`src/rtl/nh_pkg.sv`:
```
// Shared widths and writer FSM state encoding for the pixel point processor.
package nh_pkg;

    localparam int PIX_W      = 32;
    localparam int MEM_ADDR_W = 14;

    typedef enum logic [1:0] {
        IDLE = 2'd0,
        RUN  = 2'd1,
        FIN  = 2'd2
    } wr_state_t;

endpackage : nh_pkg

```
`src/rtl/pixel_result_writer_if.sv`:
```
// Pixel handshake from the processor plus the result-memory write port.
// The master modport is the writer side; the slave modport is processor + memory.
interface pixel_result_writer_if #(
    parameter int DATA_W = 32,
    parameter int ADDR_W = 14
) ();
    logic [DATA_W-1:0] pix_data;
    logic              pix_done;
    logic              ack;
    logic              mem_we;
    logic [ADDR_W-1:0] mem_addr;
    logic [DATA_W-1:0] mem_wdata;
    logic              mem_gnt;

    modport master (
        input  pix_data, pix_done, mem_gnt,
        output ack, mem_we, mem_addr, mem_wdata
    );

    modport slave (
        output pix_data, pix_done, mem_gnt,
        input  ack, mem_we, mem_addr, mem_wdata
    );
endinterface : pixel_result_writer_if

```
`src/rtl/pixel_wb_fifo.sv`:
```
// Small synchronous FIFO buffering captured pixels ahead of the memory write port.
// Exposes the head and the entry behind it so a completing write can chain the next one.
module pixel_wb_fifo #(
    parameter int DATA_W     = 32,
    parameter int FIFO_DEPTH = 4,
    localparam int PTR_W     = $clog2(FIFO_DEPTH),
    localparam int CNT_W     = PTR_W + 1
) (
    input  logic              clk,
    input  logic              rst_n,
    input  logic              push,
    input  logic [DATA_W-1:0] push_data,
    input  logic              pop,
    output logic              full,
    output logic              empty,
    output logic [CNT_W-1:0]  count,
    output logic [DATA_W-1:0] head,
    output logic [DATA_W-1:0] next_data
);

    logic [DATA_W-1:0] store_r [FIFO_DEPTH];
    logic [PTR_W-1:0]  wr_ptr_r;
    logic [PTR_W-1:0]  rd_ptr_r;
    logic [PTR_W-1:0]  rd_next_s;
    logic [CNT_W-1:0]  count_r;
    logic              push_ok_s;
    logic              pop_ok_s;

    assign full      = (count_r == CNT_W'(FIFO_DEPTH));
    assign empty     = (count_r == {CNT_W{1'b0}});
    assign count     = count_r;
    assign rd_next_s = rd_ptr_r + PTR_W'(1);
    assign head      = store_r[rd_ptr_r];
    assign next_data = store_r[rd_next_s];
    assign push_ok_s = push && !full;
    assign pop_ok_s  = pop && !empty;

    // Storage, pointers and occupancy update.
    always_ff @(posedge clk or negedge rst_n) begin
        if (!rst_n) begin
            for (int i = 0; i < FIFO_DEPTH; i++) begin
                store_r[i] <= {DATA_W{1'b0}};
            end
            wr_ptr_r <= {PTR_W{1'b0}};
            rd_ptr_r <= {PTR_W{1'b0}};
            count_r  <= {CNT_W{1'b0}};
        end else begin
            if (push_ok_s) begin
                store_r[wr_ptr_r] <= push_data;
                wr_ptr_r          <= wr_ptr_r + PTR_W'(1);
            end
            if (pop_ok_s) begin
                rd_ptr_r <= rd_next_s;
            end
            case ({push_ok_s, pop_ok_s})
                2'b10:   count_r <= count_r + CNT_W'(1);
                2'b01:   count_r <= count_r - CNT_W'(1);
                default: count_r <= count_r;
            endcase
        end
    end

endmodule : pixel_wb_fifo

```
`src/rtl/pixel_result_writer.sv`:
```
// Captures finished pixels via done/ack, buffers them and writes them to sequential
// result-memory addresses. Optional ReLU at capture: define PIXEL_WRITER_RELU_EN.
module pixel_result_writer
    import nh_pkg::*;
#(
    parameter int DATA_W     = PIX_W,
    parameter int ADDR_W     = MEM_ADDR_W,
    parameter int FIFO_DEPTH = 4
) (
    input  logic                   clk,
    input  logic                   rst_n,
    input  logic                   start,
    input  logic [ADDR_W-1:0]      result_addr,
    input  logic [ADDR_W-1:0]      pix_count,
    output logic                   busy,
    output logic                   done,
    pixel_result_writer_if.master  bus
);

    localparam int CNT_W = $clog2(FIFO_DEPTH) + 1;
    localparam logic [ADDR_W-1:0] ADDR_ONE = ADDR_W'(1);

    wr_state_t         state_r;
    logic [ADDR_W-1:0] wr_addr_r;
    logic [ADDR_W-1:0] cap_left_r;
    logic [ADDR_W-1:0] wr_left_r;
    logic              ack_r;
    logic              mem_we_r;
    logic [ADDR_W-1:0] mem_addr_r;
    logic [DATA_W-1:0] mem_wdata_r;
    logic              busy_r;
    logic              done_r;

    logic              cap_fire_s;
    logic              wr_fire_s;
    logic [DATA_W-1:0] push_data_s;
    logic              fifo_full_s;
    logic              fifo_empty_s;
    logic [CNT_W-1:0]  fifo_count_s;
    logic [DATA_W-1:0] fifo_head_s;
    logic [DATA_W-1:0] fifo_next_s;

    // Capture is blocked while ack is high so a held pix_done is never taken twice.
    assign cap_fire_s = (state_r == RUN) && bus.pix_done && !ack_r && !fifo_full_s
                        && (cap_left_r != {ADDR_W{1'b0}});
    assign wr_fire_s  = mem_we_r && bus.mem_gnt;

    assign bus.ack       = ack_r;
    assign bus.mem_we    = mem_we_r;
    assign bus.mem_addr  = mem_addr_r;
    assign bus.mem_wdata = mem_wdata_r;
    assign busy          = busy_r;
    assign done          = done_r;

    // Pixel value stored at capture time.
    always_comb begin
        push_data_s = bus.pix_data;
`ifdef PIXEL_WRITER_RELU_EN
        if (bus.pix_data[DATA_W-1]) begin
            push_data_s = {DATA_W{1'b0}};
        end else begin
            push_data_s = bus.pix_data;
        end
`endif
    end

    pixel_wb_fifo #(
        .DATA_W     (DATA_W),
        .FIFO_DEPTH (FIFO_DEPTH)
    ) u_fifo (
        .clk       (clk),
        .rst_n     (rst_n),
        .push      (cap_fire_s),
        .push_data (push_data_s),
        .pop       (wr_fire_s),
        .full      (fifo_full_s),
        .empty     (fifo_empty_s),
        .count     (fifo_count_s),
        .head      (fifo_head_s),
        .next_data (fifo_next_s)
    );

    // Job FSM with capture handshake and registered write port.
    always_ff @(posedge clk or negedge rst_n) begin
        if (!rst_n) begin
            state_r     <= IDLE;
            wr_addr_r   <= {ADDR_W{1'b0}};
            cap_left_r  <= {ADDR_W{1'b0}};
            wr_left_r   <= {ADDR_W{1'b0}};
            ack_r       <= 1'b0;
            mem_we_r    <= 1'b0;
            mem_addr_r  <= {ADDR_W{1'b0}};
            mem_wdata_r <= {DATA_W{1'b0}};
            busy_r      <= 1'b0;
            done_r      <= 1'b0;
        end else begin
            case (state_r)
                IDLE: begin
                    ack_r    <= 1'b0;
                    mem_we_r <= 1'b0;
                    done_r   <= 1'b0;
                    if (start) begin
                        wr_addr_r  <= result_addr;
                        cap_left_r <= pix_count;
                        wr_left_r  <= pix_count;
                        if (pix_count != {ADDR_W{1'b0}}) begin
                            state_r <= RUN;
                            busy_r  <= 1'b1;
                        end else begin
                            state_r <= FIN;
                        end
                    end else begin
                        state_r <= IDLE;
                    end
                end
                RUN: begin
                    done_r <= 1'b0;
                    ack_r  <= cap_fire_s;
                    if (cap_fire_s) begin
                        cap_left_r <= cap_left_r - ADDR_ONE;
                    end
                    if (wr_fire_s) begin
                        wr_addr_r <= wr_addr_r + ADDR_ONE;
                        wr_left_r <= wr_left_r - ADDR_ONE;
                        // Chain the entry behind the one being retired, if present.
                        if (fifo_count_s >= CNT_W'(2)) begin
                            mem_addr_r  <= wr_addr_r + ADDR_ONE;
                            mem_wdata_r <= fifo_next_s;
                        end else begin
                            mem_we_r <= 1'b0;
                        end
                        if (wr_left_r == ADDR_ONE) begin
                            state_r <= FIN;
                            busy_r  <= 1'b0;
                        end
                    end else if (!mem_we_r && !fifo_empty_s) begin
                        mem_we_r    <= 1'b1;
                        mem_addr_r  <= wr_addr_r;
                        mem_wdata_r <= fifo_head_s;
                    end else begin
                        mem_we_r <= mem_we_r;
                    end
                end
                FIN: begin
                    ack_r    <= 1'b0;
                    mem_we_r <= 1'b0;
                    busy_r   <= 1'b0;
                    done_r   <= 1'b1;
                    state_r  <= IDLE;
                end
                default: begin
                    ack_r    <= 1'b0;
                    mem_we_r <= 1'b0;
                    busy_r   <= 1'b0;
                    done_r   <= 1'b0;
                    state_r  <= IDLE;
                end
            endcase
        end
    end

endmodule : pixel_result_writer

```
`src/flat_wrapper.sv`:
```
// flat-port wrapper written by rule: the top's interface ports become plain ports
module pixel_result_writer_flat import nh_pkg::*;
#(
    parameter int DATA_W     = PIX_W,
    parameter int ADDR_W     = MEM_ADDR_W,
    parameter int FIFO_DEPTH = 4
)
  (clk, rst_n, start, result_addr, pix_count, busy, done, bus_pix_data, bus_pix_done, bus_mem_gnt, bus_ack, bus_mem_we, bus_mem_addr, bus_mem_wdata);
  pixel_result_writer_if #(.DATA_W(DATA_W), .ADDR_W(ADDR_W)) bus_i ();
  input  logic clk;
  input  logic rst_n;
  input  logic start;
  input  logic [ADDR_W-1:0] result_addr;
  input  logic [ADDR_W-1:0] pix_count;
  output logic busy;
  output logic done;
  input wire logic [$bits(bus_i.pix_data)-1:0] bus_pix_data;
  input wire logic [$bits(bus_i.pix_done)-1:0] bus_pix_done;
  input wire logic [$bits(bus_i.mem_gnt)-1:0] bus_mem_gnt;
  output wire logic [$bits(bus_i.ack)-1:0] bus_ack;
  output wire logic [$bits(bus_i.mem_we)-1:0] bus_mem_we;
  output wire logic [$bits(bus_i.mem_addr)-1:0] bus_mem_addr;
  output wire logic [$bits(bus_i.mem_wdata)-1:0] bus_mem_wdata;
  assign bus_i.pix_data = bus_pix_data;
  assign bus_i.pix_done = bus_pix_done;
  assign bus_i.mem_gnt = bus_mem_gnt;
  assign bus_ack = bus_i.ack;
  assign bus_mem_we = bus_i.mem_we;
  assign bus_mem_addr = bus_i.mem_addr;
  assign bus_mem_wdata = bus_i.mem_wdata;
  pixel_result_writer #(.DATA_W(DATA_W), .ADDR_W(ADDR_W), .FIFO_DEPTH(FIFO_DEPTH)) u_core (.clk(clk), .rst_n(rst_n), .start(start), .result_addr(result_addr), .pix_count(pix_count), .busy(busy), .done(done), .bus(bus_i));
endmodule
```
`config.mk`:
```
export PLATFORM = sky130hd
export DESIGN_NAME = pixel_result_writer_flat
export DESIGN_NICKNAME = d
export VERILOG_FILES = /design/src/rtl/nh_pkg.sv /design/src/rtl/pixel_result_writer_if.sv /design/src/rtl/pixel_wb_fifo.sv /design/src/rtl/pixel_result_writer.sv /design/src/flat_wrapper.sv
export SDC_FILE = /design/constraint.sdc
export NUM_CORES = 1
export LEC_CHECK = 0
export ABC_AREA = 1
export BUFFER_PORTS_ARGS = -buffer_cell sky130_fd_sc_hd__buf_4
export CAP_MARGIN = 20
export CORE_ASPECT_RATIO = 1.2
export CORE_MARGIN = 4
export CORE_UTILIZATION = 60
export CTS_CLUSTER_SIZE = 28
export DETAILED_ROUTE_END_ITERATION = 10
export PLACE_DENSITY_LB_ADDON = 0.12
export SLEW_MARGIN = 20
export SYNTH_ARGS = -nofsm -noshare
export SYNTH_HDL_FRONTEND = slang
export SYNTH_HIERARCHICAL = 1
export SYNTH_SLANG_ARGS = --single-unit
```
`constraint.sdc`:
```
create_clock -name clk -period 4.7 [get_ports clk]
set_input_delay 0.47 -clock clk [delete_from_list [all_inputs] [get_ports clk]]
set_output_delay 0.47 -clock clk [all_outputs]
set_load 0.05 [all_outputs]
```
==> results.md, run 1 <==
- CP arrival: 3.61 ns
- Layout cells sized above 1: a little under an eighth
- Peak Freq: 313.7 MHz
- Post-CTS sizing: 0
- DRT Wirelength: ~37,000 um
- Placement Cell Area: between 10,000 and 15,000 um^2
- Initial antenna violation count: 0
- GRT Total Usage: 30.44%
- First-pass GRT wire length: 59,940 um
- Crit. End Element: register
- Hold Buf Count CTS: 0
- Finish-stage setup viols: 0
- First-pass DRT Iterations: 5
- Cell row count: 58
- Die width: roughly 140 um
- DP Wirelength: approximately 22,000 um
- Vias in the first global route: about 12,000
- Pwr dens: 782.5 nW/um^2
- Final TNS setup: 0 ns
- Num ports: between 100 and 150
- Crit. Startpoint: u_core/state_r[1]$_DFFE_PN0P_
- Yosys warns: 6
- Synth area leader: dfrtp_1
- Crit path kind: register to register
- Tmin final: 3.188 ns
- Routability cong.: 0.8786
- Root Driver: clkbuf_16
- Worst-path clk slew: roughly 0.06 ns
- Filler Cells Inserted: between 1,500 and 2,000
- Worst IR Drop VDD: approximately 610 uV
- Setup Buffers After CTS: 0
- FF-to-FF setup slack: 1.51 ns
- Post-synth EDFFs: 0
- CP max stage cell: nand2_1
- Status: complete, but fails checks
- Critical Path Sink: u_core/u_fifo/count[2]$_DFFE_PN0P_
- Synth top area share: 44.14%
- CP cell instances: inv_2 > nand2_1 > nor3_1 > nand2_2 > clkinv_2 > nand2_1 > ha_1 > inv_1 > fa_1 > nand2_1 > nand3_1 > nand2_1 > nand2_1
- Syn Inst Count: ~1,800
- Syn avg cell area: 7.216 um^2
- Worst path max stage delay: roughly 0.58 ns
- Total power draw: roughly 11 mW
- Core area: 21,120 um^2
- Post-route DRC: 0
- Antenna viol nets, final: 0
- CP required: just over 5 ns
- Clk Latency, worst-skew pair: 0.53 ns
- Slew @ Worst Pin: 1.112 ns
- PortBufs: 114
- Chip height: around 170 um
- Fin. Hold Viols: 1
- Failing checks: hold timing
- Clk_skew: 0.008707 ns
- Depth of the worst register-to-register path: 13
- Total inserted antenna cells: 0
- Fin nets: about 1,900
- Final worst-path cycle share: 67.83%
- Clk sinks: about 230
- Gr ovfl total: 0
- Max Cap Viol: 0
- Reg2reg end: u_core/u_fifo/count[2]$_DFFE_PN0P_
- Final Cell Area: about 15,000 um^2
- R2r startpoint: u_core/state_r[1]$_DFFE_PN0P_
- Static leakage: 7.320 nW
- Largest cells by area after synthesis: dfrtp_1, nand2_1, nand4_1
- Starting Density: between 60 and 70%
- Mapped Area: around 13,000 um^2
- CTS tree: yes
- Wire per inst: between 15 and 20 um
- Netlist cell types: 40
- Via count: around 13,000
- CTS Buf Count: 26
- #FFs+latches synth: 229
- Initial drt markers: between 900 and 1,000
- Async S/R FF share, synth: 100.0%
- Worst slew margin: roughly 26%
- Die area: 24,060 um^2
- Hold Path Class: primary input to async pin
- Hold slack: -0.004754 ns
- Syn_nets: 1,874
- RSZ-0062 raised after global routing: false
- CP most frequent cell: nand2_1
- Crit start category: register
- H-tree depth: 1
- CP Max Fanout: 41
- Synth Flop Type: dfrtp_1
- Via density: 5.933
- Largest net degree at the start of global routing: 107
- Bufs on Longest Clock Path: 3
- Area grow syn2layout: 12.38%
- Seq/Total Area, Yosys: 44.14%
- Max-slew violation count: 0
[layer usage]
| layer | wire (um) | vias to the layer above | GRT usage, % |
|---|---|---|---|
| met4 | 1254 | 0 | 11.64 |
| met3 | 3244 | 114 | 4.087 |
| met1 | 14520 | 5914 | 40.25 |
| li1 | - | 6011 | - |
| met5 | 0 | - | 0 |
| met2 | 17980 | 580 | 51.14 |
[flip-flops by register name, indices dropped and copies added, names as in the netlist]
register                cells
u_core/u_fifo/rd_ptr_r      2
u_core/busy                 1
u_core/bus.mem_addr        14
u_core/u_fifo/count         3
u_core/bus.mem_we           1
u_core/u_fifo/wr_ptr_r      2
u_core/wr_addr_r           14
u_core/u_fifo/store_r     128
u_core/wr_left_r           14
u_core/bus.mem_wdata       32
u_core/bus.ack              1
u_core/done                 1
u_core/cap_left_r          14
u_core/state_r              2
[kinds of logic (layout without fill, tap and decap cells)]
| family | Yosys count | count (layout) | synth area share (%) |
|---|---|---|---|
| compound gates | 256 | 256 | 11.08 |
| xor+xnor | 11 | 11 | 0.7421 |
| simple gates | 1068 | 1068 | 35.02 |
| fa+ha+maj | 10 | 10 | 1.022 |
| buf+inv | 225 | 283 | 7.990 |
| flops | 229 | 229 | 44.14 |
[stage by stage]
step           setup WS [ns]  hold WS, ns  instances  utilization [%]
6_report               1.512    -0.004754       2127            69.09
5_1_grt                1.270      0.06671       2127            69.09
4_1_cts                1.572      0.02025       2127            69.09
3_5_place_dp           1.605       0.4583       2079            64.85
3_3_place_gp           1.647       0.4554       2079            64.85
2_1_floorplan          2.126       0.1744       1799                -
[report_power, final]
| group | internal, mW | switching (mW) |
|---|---|---|
| sequential | 2.90 | 0.781 |
| combinational | 1.72 | 3.93 |
| clock | 1.28 | 0.808 |
| total | 5.90 | 5.52 |
[cells in the mapped netlist, drive strengths merged, types with 3 or more instances]
library cell and count:
inv 97, xnor2 4, nand3b 3, clkbuf 27, nand4 136, dfrtp 229
ha 9, a31oi 35, xor2 7, nand3 76, nor3 6, buf 101
o21ai 149, nor2 173, nand2 669, a21oi 43, o211ai 21
[how the worst min path moves through the flow]
stage | startpoint | endpoint | slack, ns | depth (start not counted)
2_1_floorplan | rst_n | u_core/bus.ack$_DFF_PN0_ | 0.17 | 0
3_3_place_gp | u_core/u_fifo/store_r[19]$_DFFE_PN0P_ | u_core/u_fifo/store_r[19]$_DFFE_PN0P_ | 0.46 | 2
3_5_place_dp | u_core/u_fifo/store_r[42]$_DFFE_PN0P_ | u_core/u_fifo/store_r[42]$_DFFE_PN0P_ | 0.46 | 2
4_1_cts | rst_n | u_core/cap_left_r[1]$_DFFE_PN0P_ | 0.02 | 1
5_1_grt | rst_n | u_core/done$_DFF_PN0_ | 0.07 | 1
6_report | rst_n | u_core/done$_DFF_PN0_ | -0.005 | 1
[layout by cell type, fill, tap and decap left out, types with 9 or more instances in the layout]
cell / instances
nand4_1: 136
buf_4: 137
inv_1: 89
nor2_1: 168
ha_1: 9
clkbuf_16: 27
o211ai_1: 21
a31oi_1: 35
nand2_1: 663
nand3_1: 71
a21oi_1: 42
o21ai_1: 11
dfrtp_1: 228
o21ai_0: 130
[area by class of cell]
type | instances | area (um^2) | share of cell area [%]
Inverter | 97 | 365.4 | 2.504
Multi-Input combinational cell | 1345 | 6217 | 42.61
Sequential cell | 229 | 5732 | 39.28
Timing Repair Buffer | 138 | 1044 | 7.152
Tap cell | 270 | 337.8 | 2.315
Clock buffer | 40 | 804.5 | 5.514
Clock inverter | 8 | 90.09 | 0.6174
[worst max-delay path, delay by kind of cell (launching register included)]
kind          cells  cell delay, ns
buf+inv           3            0.61
simple gates      8            1.53
fa+ha+maj         2            0.56
flops             1            0.37
(Power assumes the default switching activity.)
==> run 2, diff against run 1 <==
CORE_UTILIZATION = 55   (was 60)
clock period = 2.85 ns   (was 4.7 ns; I/O delays follow)
==> run 2 against run 1 <==
  * The run now ends clean
  * Wire length grew 1.4%
  * Largest cell class unchanged
  * Critical endpoint unchanged
  * Largest power group unchanged
  * Sequential power grew 62%
  * Setup slack lost 1.2 ns
==> results.md, run 2 (synthesis gave the netlist of run 1 again) <==
- Status: finished clean
- Placement Cell Area: approximately 14,000 um^2
- Vias in the first global route: 12,170
- Pwr dens: 1278 nW/um^2
- Worst path max stage delay: 0.38 ns
- Starting Density: between 50% and 60%
- Hold Path Class: primary input to register
- Cell row count: 61
- RSZ-0062 raised after global routing: false
- Static leakage: 7.375 nW
- Setup Buffers After CTS: 0
- Clk sinks: 229
- Layout cells sized above 1: roughly 12%
- Worst IR Drop VDD: between 700 and 800 uV
- CP most frequent cell: nand2_1
- Routability cong.: between 0.8 and 0.9
- Initial antenna violation count: 1
- Clock power frac: between 10% and 20%
- Slew @ Worst Pin: 0.8354 ns
- Final TNS setup: 0 ns
- Final worst-path cycle share: around nine tenths
- GRT Total Usage: 28.58%
- Fin. Hold Viols: 0
- CP Max Fanout: 7
- Worst slew margin: 44.31%
- FF-to-FF setup slack: 0.30 ns
- Hold Buf Count CTS: 1
- Via count: ~13,000
- CTS Buf Count: 26
- Finish-stage setup viols: 0
- CP arrival: 2.97 ns
- Total inserted antenna cells: 0
- DP Wirelength: 22,890 um
- Crit. End Element: register
- Bufs on Longest Clock Path: 3
- Post-route DRC: 0
- Core area: ~23,000 um^2
- CP max stage cell: dfrtp_1
- Most flop-heavy register: u_core/u_fifo/store_r
- Net Sw Frac: 48.38%
- Filler Cells Inserted: between 2,000 and 2,500
- Clk_skew: ~0.012 ns
- NetSw: roughly 9 mW
- Chip height: ~180 um
- Clk Latency, worst-skew pair: between 0.5 and 0.6 ns
- Reg power frac: between 30% and 40%
- PortBufs: about 110
- First-pass GRT wire length: 61,540 um
- Comb pwr share: 50.9%
- Final Cell Area: 14,760 um^2
- Die width: between 100 and 150 um
- Internal cell power: roughly 9.7 mW
- Gr ovfl total: 0
- Via density: 5.777
- First-pass DRT Iterations: 7
- Crit path kind: register to register
- Post-CTS sizing: 0
- CP required: approximately 3.3 ns
- Root Driver: clkbuf_16
- Worst-path clk slew: roughly 0.060 ns
- Crit start category: register
- CTS tree: yes
- Fin nets: roughly 1,900
- Antenna viol nets, final: 0
- H-tree depth: 1
- Most common cell after layout, fill and taps aside: nand2_1
- Initial drt markers: roughly 930
- Peak Freq: 392.4 MHz
- Max Cap Viol: 0
- Max-slew violation count: 0
- Tmin final: approximately 2.5 ns
- Largest net degree at the start of global routing: 135
- Die area: ~26,000 um^2
- CP cell instances: inv_1 > ha_1 > nand2_2 > nor2_1 > nand2_1 > nand2_2 > clkinv_2 > nand2_1 > ha_1 > inv_1 > fa_1 > nand2_1 > nand3_1 > nand2_1 > nand2_1
- Num ports: around 120
- Max reg flops: about 130
- Area grow syn2layout: 13.67%
- DRT Wirelength: between 30,000 and 40,000 um
- Most frequent cells in the layout: nand2_1, dfrtp_1, nor2_1
- Wire per inst: roughly 17 um
==> run 2: cell count changes in the layout (fill, tap and decap cells not counted) <==
cell	previous run	this run
clkinv_2	7	4
clkbuf_8	8	3
inv_6	0	1
dlygate4sd3_1	0	1
buf_12	0	5
buf_4	137	147
==> run 2: area by class of cell <==
cell class / instances / area (um^2) / share of cell area, %
clock buffer: 35 / 735.7 / 4.986
clock inverter: 6 / 83.83 / 0.5681
inverter: 97 / 365.4 / 2.476
multi-input combinational: 1345 / 6217 / 42.13
sequential: 229 / 5732 / 38.84
tap: 315 / 394.1 / 2.671
timing repair buffer: 154 / 1229 / 8.326
==> run 2: routing by layer <==
layer / global-route usage (%) / part of all wire, % / routed length [um] / up-vias
met3: 3.723 / 7.3 / 2741 / 70
met4: 8.240 / 2.4 / 896 / 2
met5: 0 / 0.035 / 13 / -
met2: 48.26 / 49 / 18350 / 494
met1: 38.91 / 41 / 15540 / 6014
li1: - / - / - / 6020
==> run 2: worst paths after layout <==
check,start,end,depth (start not counted)
min,bus_pix_data[16],u_core/u_fifo/store_r[16]$_DFFE_PN0P_,3
max,u_core/cap_left_r[0]$_DFFE_PN0P_,u_core/u_fifo/count[2]$_DFFE_PN0P_,15
min reg2reg,u_core/u_fifo/store_r[43]$_DFFE_PN0P_,u_core/u_fifo/store_r[43]$_DFFE_PN0P_,2
max reg2reg,u_core/cap_left_r[0]$_DFFE_PN0P_,u_core/u_fifo/count[2]$_DFFE_PN0P_,15
min in group asynchronous,rst_n,u_core/u_fifo/store_r[59]$_DFFE_PN0P_,2
max in group asynchronous,rst_n,u_core/bus.mem_addr[11]$_DFFE_PN0P_,3
==> run 2: power by group through the flow <==
stage	logic [mW]	registers, mW	clock network (mW)
2_1_floorplan	5.98	6.88	0
3_5_place_dp	9.51	5.98	0
5_1_grt	10.7	6.18	3.47
6_report	9.61	5.97	3.28
3_3_place_gp	9.30	5.96	0
4_1_cts	9.57	5.95	3.34
==> run 2: critical path: cells and delay by family (launching register included) <==
kind                       cells  cell delay (ns)
and+or+nand+nor                9             0.94
adders and majority gates      3             0.78
DFF                            1             0.38
buffers and inverters          3             0.33
==> run 2: per-stage QoR <==
step                utilization (%)  power [mW]  setup WS [ns]  hold slack, ns  std cells
global route                  63.60       20.33        0.06268         0.03892       2181
detailed placement            60.02       15.49         0.3293          0.2534       2139
global placement              60.02       15.25         0.4007          0.2572       2139
finish                        63.60       18.87         0.3017         0.03921       2181
CTS                           63.60       18.86         0.3135         0.02162       2181
floorplan                         -       12.85         0.2760        -0.01059       1799
